$ cat src/rtl/iterative_multiplier_if.sv
// iterative_multiplier_if: operand request and product response handshake bundle.
interface iterative_multiplier_if #(parameter int WIDTH = 32);
  logic in_valid, in_ready, signed_a, signed_b, out_valid, out_ready;
  logic [WIDTH-1:0] input_a, input_b, output_lower, output_higher;
  modport master (
    output in_valid, input_a, input_b, signed_a, signed_b, out_ready,
    input in_ready, out_valid, output_lower, output_higher
  );
  modport slave (
    input in_valid, input_a, input_b, signed_a, signed_b, out_ready,
    output in_ready, out_valid, output_lower, output_higher
  );
endinterface

$ cat src/rtl/iterative_multiplier.sv
// iterative_multiplier: multi-cycle sign-magnitude shift-add multiplier retiring DIGIT bits per cycle.
module iterative_multiplier #(
  parameter int WIDTH = 32,
  parameter int DIGIT = 1
) (
  input  logic clock,
  input  logic reset_n,
  input  logic flush,
  output logic busy,
  iterative_multiplier_if.slave bus
);
  localparam int STEPS = WIDTH / DIGIT;
  localparam int CW = $clog2(STEPS + 1);
  typedef enum logic [1:0] {IDLE, RUN, FIX, DONE} state_t;
  state_t state_q, state_d;
  logic [CW-1:0] cnt_q, cnt_d;
  logic [WIDTH-1:0] a_q, a_d, lo_q, lo_d, hi_q, hi_d, mag_a, mag_b;
  logic [2*WIDTH-1:0] b_q, b_d, acc_q, acc_d, prod;
  logic neg_q, neg_d, in_ready_q, out_valid_q, busy_q, accept;
  always_comb begin
    accept = bus.in_valid & in_ready_q & ~flush;
    mag_a = (bus.signed_a & bus.input_a[WIDTH-1]) ? -bus.input_a : bus.input_a;
    mag_b = (bus.signed_b & bus.input_b[WIDTH-1]) ? -bus.input_b : bus.input_b;
    prod = neg_q ? -acc_q : acc_q;
    state_d = state_q;
    cnt_d = cnt_q;
    a_d = a_q;
    b_d = b_q;
    acc_d = acc_q;
    neg_d = neg_q;
    lo_d = lo_q;
    hi_d = hi_q;
    if (flush) state_d = IDLE;
    else case (state_q)
      IDLE: if (accept) begin
        state_d = RUN;
        a_d = mag_a;
        b_d = {{WIDTH{1'b0}}, mag_b};
        acc_d = '0;
        cnt_d = '0;
        neg_d = (bus.signed_a & bus.input_a[WIDTH-1]) ^ (bus.signed_b & bus.input_b[WIDTH-1]);
      end
      // b_q is pre-shifted each step, so it always carries the weight of the current digit
      RUN: begin
        a_d = a_q >> DIGIT;
        b_d = b_q << DIGIT;
        acc_d = acc_q + b_q * (2*WIDTH)'(a_q[DIGIT-1:0]);
        cnt_d = cnt_q + 1'b1;
        state_d = (cnt_q == CW'(STEPS - 1)) ? FIX : RUN;
      end
      FIX: begin
        state_d = DONE;
        lo_d = prod[WIDTH-1:0];
        hi_d = prod[2*WIDTH-1:WIDTH];
      end
      DONE: state_d = bus.out_ready ? IDLE : DONE;
    endcase
  end
  always_ff @(posedge clock) begin
    if (!reset_n) begin
      state_q <= IDLE;
      cnt_q <= '0;
      a_q <= '0;
      b_q <= '0;
      acc_q <= '0;
      neg_q <= 1'b0;
      lo_q <= '0;
      hi_q <= '0;
      in_ready_q <= 1'b1;
      out_valid_q <= 1'b0;
      busy_q <= 1'b0;
    end else begin
      state_q <= state_d;
      cnt_q <= cnt_d;
      a_q <= a_d;
      b_q <= b_d;
      acc_q <= acc_d;
      neg_q <= neg_d;
      lo_q <= lo_d;
      hi_q <= hi_d;
      in_ready_q <= state_d == IDLE;
      out_valid_q <= state_d == DONE;
      busy_q <= state_d != IDLE;
    end
  end
  assign bus.in_ready = in_ready_q;
  assign bus.out_valid = out_valid_q;
  assign bus.output_lower = lo_q;
  assign bus.output_higher = hi_q;
  assign busy = busy_q;
endmodule

$ cat src/flat_wrapper.sv
// flat-port wrapper written by rule: the top's interface ports become plain ports
module iterative_multiplier_flat 
#(
  parameter int WIDTH = 32,
  parameter int DIGIT = 1
)
  (clock, reset_n, flush, busy, bus_in_valid, bus_input_a, bus_input_b, bus_signed_a, bus_signed_b, bus_out_ready, bus_in_ready, bus_out_valid, bus_output_lower, bus_output_higher);
  iterative_multiplier_if #(.WIDTH(WIDTH)) bus_i ();
  input  logic clock;
  input  logic reset_n;
  input  logic flush;
  output logic busy;
  input wire logic [$bits(bus_i.in_valid)-1:0] bus_in_valid;
  input wire logic [$bits(bus_i.input_a)-1:0] bus_input_a;
  input wire logic [$bits(bus_i.input_b)-1:0] bus_input_b;
  input wire logic [$bits(bus_i.signed_a)-1:0] bus_signed_a;
  input wire logic [$bits(bus_i.signed_b)-1:0] bus_signed_b;
  input wire logic [$bits(bus_i.out_ready)-1:0] bus_out_ready;
  output wire logic [$bits(bus_i.in_ready)-1:0] bus_in_ready;
  output wire logic [$bits(bus_i.out_valid)-1:0] bus_out_valid;
  output wire logic [$bits(bus_i.output_lower)-1:0] bus_output_lower;
  output wire logic [$bits(bus_i.output_higher)-1:0] bus_output_higher;
  assign bus_i.in_valid = bus_in_valid;
  assign bus_i.input_a = bus_input_a;
  assign bus_i.input_b = bus_input_b;
  assign bus_i.signed_a = bus_signed_a;
  assign bus_i.signed_b = bus_signed_b;
  assign bus_i.out_ready = bus_out_ready;
  assign bus_in_ready = bus_i.in_ready;
  assign bus_out_valid = bus_i.out_valid;
  assign bus_output_lower = bus_i.output_lower;
  assign bus_output_higher = bus_i.output_higher;
  iterative_multiplier #(.WIDTH(WIDTH), .DIGIT(DIGIT)) u_core (.clock(clock), .reset_n(reset_n), .flush(flush), .busy(busy), .bus(bus_i));
endmodule
$ cat config.mk
export PLATFORM = sky130hd
export DESIGN_NAME = iterative_multiplier_flat
export DESIGN_NICKNAME = d
export VERILOG_FILES = /design/src/rtl/iterative_multiplier_if.sv /design/src/rtl/iterative_multiplier.sv /design/src/flat_wrapper.sv
export SDC_FILE = /design/constraint.sdc
export NUM_CORES = 1
export LEC_CHECK = 0
export CAP_MARGIN = 20
export CORE_ASPECT_RATIO = 1.4
export CORE_MARGIN = 10
export CORE_UTILIZATION = 40
export CTS_BUF_LIST = sky130_fd_sc_hd__clkbuf_16
export CTS_CLUSTER_DIAMETER = 60
export DETAILED_ROUTE_END_ITERATION = 8
export HOLD_SLACK_MARGIN = 0.15
export PLACE_DENSITY = 0.62
export SLEW_MARGIN = 30
export SYNTH_ARGS = -nofsm -noshare
export SYNTH_HDL_FRONTEND = slang
export SYNTH_SLANG_ARGS = --single-unit
$ cat constraint.sdc
create_clock -name clock -period 4.2 [get_ports clock]
set_clock_uncertainty 0.05 [all_clocks]
set_input_delay 1.05 -clock clock [delete_from_list [all_inputs] [get_ports clock]]
set_output_delay 1.05 -clock clock [all_outputs]
set_load 0.02 [all_outputs]
== After elaboration in Yosys (flattened, before gate mapping) ==
Index checks and enable logic that the tools add are counted.

* Equal/unequal tests: 6
* Bitwise gates (word level): 6
* Mux-type cells: 16
* Reductions and logical operators: 7
* Multiply operators: 1
* $add $sub $neg: 5

{| class="wikitable"
|+ Operators by type and width
! operator !! number
|-
| $pmux W64 S2 || 2
|-
| $mux W64 || 3
|-
| $mux W32 || 3
|-
| $add A64 B64 Y64 || 1
|-
| $mul A64 B1 Y64 || 1
|-
| $neg A32 Y32 || 2
|-
| $neg A64 Y64 || 1
|-
| $pmux W32 S2 || 1
|-
| $pmux W6 S2 || 1
|-
| $mux W2 || 4
|-
| $pmux W2 S4 || 1
|-
| $add A6 B1 Y6 const B || 1
|-
| $eq A2 B2 Y1 const B || 3
|-
| $eq A6 B5 Y1 const B || 1
|-
| $mux W6 || 1
|-
| $reduce_and A3 Y1 || 2
|-
| $and A1 B1 Y1 || 4
|-
| $logic_not A2 Y1 || 2
|-
| $reduce_bool A2 Y1 || 2
|-
| $eq A2 B1 Y1 const B || 1
|-
| $ne A2 B1 Y1 const B || 1
|-
| $reduce_and A2 Y1 || 1
|-
| $not A1 Y1 || 1
|-
| $xor A1 B1 Y1 || 1
|}

* Output and inout bits: 67
* Register bits: 236

== Logic depth before layout (Yosys ltp) ==
* Depth in word-level cells: 6
* Depth in mapped cells: 16

== Worst setup path before layout ==
OpenSTA, ideal clock, no wires.

* Path kind: in2reg
* Start: input port bus_input_b[11]
* End: register u_core.b_q[29]
* Setup slack: 53 ps
* Arrival time: 3972 ps
* Setup time: 125 ps
* Stages: 10
* Cell sequence: or3_4 or4_4 or4_4 or4_4 or3_4 or2_4 o31ai_4 xnor2_1 a222oi_1 nor2b_1

* Cells in the longest elaborated chain, start to end: 4

{| class="wikitable"
|+ RTL lines
! element !! line !! source
|-
| from (decl) || flat_wrapper.sv:15 || <nowiki>input wire logic [$bits(bus_i.input_b)-1:0] bus_input_b;</nowiki>
|-
| $neg A32 Y32 || iterative_multiplier.sv:23 || <nowiki>mag_b = (bus.signed_b & bus.input_b[WIDTH-1]) ? -bus.input_b : bus.input_b;</nowiki>
|-
| $mux W32 || iterative_multiplier.sv:23 ||
|-
| $mux W64 || iterative_multiplier.sv:35 || <nowiki>IDLE: if (accept) begin</nowiki>
|-
| $pmux W64 S2 || iterative_multiplier.sv:34 || <nowiki>else case (state_q)</nowiki>
|-
| to (signal assigned) || iterative_multiplier.sv:64 || <nowiki>b_q <= '0;</nowiki>
|-
| to (signal assigned) || iterative_multiplier.sv:76 || <nowiki>b_q <= b_d;</nowiki>
|-
| to (decl) || iterative_multiplier.sv:18 || <nowiki>logic [2*WIDTH-1:0] b_q, b_d, acc_q, acc_d, prod;</nowiki>
|}

Every way passes these cells. The select of a mux whose other input is x is not followed.
A chain may end at the register's enable or synchronous reset.

== Worst setup path after layout ==
* Start: input port bus_input_b[11]
* End: register u_core.b_q[25]

The elaborated chain is that of the path after synthesis.

==> metrics.txt <==
status finished, final reports clean; syn avg cell area 8.14 µm²; CTS root buf clkbuf_16; IO Port Bufs around 140; Non-Filler Instances 2,457; CP Launch Type primary input; Max-Cap Viols 0; fmax 248 MHz; vias in the first global route about 13k; crit path DAT about 4.4 ns; Top-Level Pins between 100 and 150; Area Overhead vs Synth 18.9%; number of cell rows 84; Final Cell Area about 18,000 µm²; wire per inst about 17 µm; Syn Inst Count roughly 1.9k; Hold Path Class flop to flop; EDFF count, synth 0; RSZ-0062 raised after global routing false; Reg clk slew, reported paths 0.07 ns; CP max-delay cell or4_4; grt total ovfl 0; first-pass GRT wire length a little under 70,000 µm; initial drt markers roughly 890; H-tree depth 1; DRC errors left 0; n_diodes 0; cell mode on critical path or4_4; Clk pwr share a little under half; slew margin rel. 45.4%; detailed placement HPWL roughly 31,000 µm; Pins Over Slew Limit 0; die span in y around 250 µm; Final Total Pwr around 5000 µW; antenna violations before repair 0; Final nets about 2.1k; Psw ~1200 µW; via count around 14k; footprint of the multi-input gates ~10000 µm²; CORE AREA roughly 38,000 µm²; Slew @ Worst Pin 0.818 ns; Buf/Inv on CP 1; critical path class primary input to flop; final RePlAce weighted congestion 0.894; Power Dens Cells 275 nW/µm²; most common flop cell mapped by yosys dfxtp_1; post-place instance area approximately 17,000 µm²; Post-CTS Setup Bufs 0; Sequential Area 4730 µm²; share of layout cells above drive strength 1 roughly 6.5%; Total Wirelength roughly 42,000 µm; syn_nets around 2k; Synth Register Bits 236; Cell variety after synth 68; clock buffer depth 3; synth warn 0; Core Util, Final ~48%; Comb pwr share 8.5%; dpl cells around 2.4k; leak pwr between 0.007 and 0.008 µW; Layout fillers ~3.7k; worst hold margin between 0.4 and 0.5 ns; worst-path fanout max 4; drt pass-1 iters 7; starting density of the core 40.5%; P_int 3790 µW; sequential share of power 46.1%; crit-path cells dlymetal6s2s_1 -> or3_4 -> or4_4 -> or4_4 -> or4_4 -> or3_4 -> or2_4 -> o21ai_0 -> xnor2_1 -> a222oi_1 -> nor2b_1; Post-Syn Area between 15,000 and 20,000 µm²; DIE AREA approximately 46,000 µm²; Worst setup EP type flop; drt via density roughly 5.7; Switching Share about a quarter; Tot GR Track Use between 15 and 20%; IR Drop Worst-Case VDD 211 µV; Detail Route Antenna Nets 0; delay-heaviest family, CP simple AND/OR/NAND/NOR gates; largest net degree at the start of global routing approximately 130; clock period minus worst slack roughly 4.0 ns; part of the Yosys area used for sequential elements around 31%; CP required ~4.6 ns; Final setup violation count 0; Clock Latency Late Sink 0.54 ns; Critical Path Max Stage Delay 0.53 ns; CTS Sinks between 200 and 250; CTS tree built; die width 185 µm; CTS Buf Count 25; Post-synth ARST share 0%; Hold Fails Final Rpt 0; Tcrit/Tclk final between 90% and 100%
-- cells by family after synthesis --
family,count (synthesis),share of synthesized area [%]
multiplexers,3,0.197
AND/OR/NAND/NOR,642,21.6
adder cells (fa/ha/maj),68,5.64
buffers and inverters,159,3.94
AO/OA/AOI/OAI,586,27.4
XOR/XNOR,177,10.2
flip-flops,236,31.0
-- repair_timing --
item	4_1_cts	5_1_grt
resized for setup	0	8
setup endpoints to repair	0	6
hold buffers	0	0
-- final cells by class --
class	count	share of cell area (%)
multi-input combinational	1476	55.0
sequential	236	26.1
clock buffer	25	3.46
timing repair buffer	198	10.4
inverter	29	0.602
clock inverter	20	1.14
tap	473	3.27
-- cell usage after synthesis (22+ instances only) --
master	n	area share [%]
o21ai_0	112	3.7
xnor2_1	58	3.3
and2_1	70	2.9
o211a_1	58	3.8
nand3_1	23	0.76
a222oi_1	30	2.0
clkbuf_1	118	2.9
a21oi_1	102	3.4
o31ai_1	32	1.6
nor2_1	84	2.1
xor2_1	119	6.8
a21o_1	43	2.1
dfxtp_1	236	31
inv_1	29	0.72
nand4_1	22	0.90
nor2b_1	95	3.9
ha_1	67	5.5
o221ai_1	29	1.7
a22oi_1	55	2.7
nand2_1	226	5.6
a21boi_0	36	1.8
-- cells in the final DEF (no fill, tap or decap), types with 13 or more instances in the layout --
cell             count
dfxtp_1            235
nand2_1            226
clkdlybuf4s50_1    133
xor2_1             119
o21ai_0            112
a21oi_1            102
nor2b_1             93
nor2_1              84
and2_1              70
ha_1                67
xnor2_1             58
o211a_1             58
buf_4               58
a22oi_1             55
a21o_1              43
a21boi_0            36
inv_1               33
o31ai_1             32
a222oi_1            30
o221ai_1            29
clkbuf_16           25
nand3_1             23
nand4_1             22
or3_1               20
or4_1               18
nor4_1              15
o41ai_1             15
nor3_1              14
nand2b_1            13
o21bai_1            13
-- routing by layer --
layer  vias up  routed length, µm  track usage [%]
li1       7008                  -                -
met1      6621              19000             21.9
met2       280              20500             30.3
met3        53               1840             2.44
met4         0                890             4.96
met5         -                  0                0
-- path summary, 6_finish.rpt --
path,slack [ns],cells past startpoint,to,startpoint
hold reg to reg,0.41,2,u_core.a_q[16]$_SDFFE_PN0P_,u_core.a_q[16]$_SDFFE_PN0P_
setup reg to reg,0.36,14,u_core.acc_q[62]$_SDFFE_PN0P_,u_core.a_q[0]$_SDFFE_PN0P_
setup / recovery,0.17,11,u_core.b_q[25]$_SDFFE_PN0P_,bus_input_b[11]
hold / removal,0.41,2,u_core.a_q[16]$_SDFFE_PN0P_,u_core.a_q[16]$_SDFFE_PN0P_
-- worst reg2reg max path: stages (launching register included) --
cell       delay, ns
dfxtp_1         0.39
and2_1          0.16
ha_1            0.16
inv_1           0.06
fa_1            0.37
nand2b_1        0.20
a21oi_1         0.21
o21ai_0         0.19
a31oi_2         0.31
nand3b_1        0.19
a31oi_1         0.32
o211ai_1        0.25
a2111oi_2       0.45
o21ai_0         0.14
a32o_1          0.26
-- state kept, by name (all words and copies together), names as in the netlist --
register,count
u_core.a_q,32
u_core.acc_q,64
u_core.b_q,64
u_core.bus.in_ready,1
u_core.bus.out_valid,1
u_core.bus.output_higher,32
u_core.bus.output_lower,32
u_core.busy,1
u_core.cnt_q,6
u_core.neg_q,1
u_core.state_q,2
-- power by group through the flow --
stage	Sequential [µW]	Clock (µW)	Combinational [µW]
global route	2300	2410	467
floorplan	2330	0	262
finish	2300	2260	425
CTS	2300	2340	428
detailed placement	2350	0	427
global placement	2350	0	419
-- metrics by stage --
stage / TNS [ns] / setup WS [ns]
after floorplan: 0 / 0.0531
after global placement: -2.53 / -0.423
after detailed placement: -2.64 / -0.435
after CTS: 0 / 0.120
after global routing: 0 / 0.0146
final: 0 / 0.167
Power figures use the tool's default switching activity.
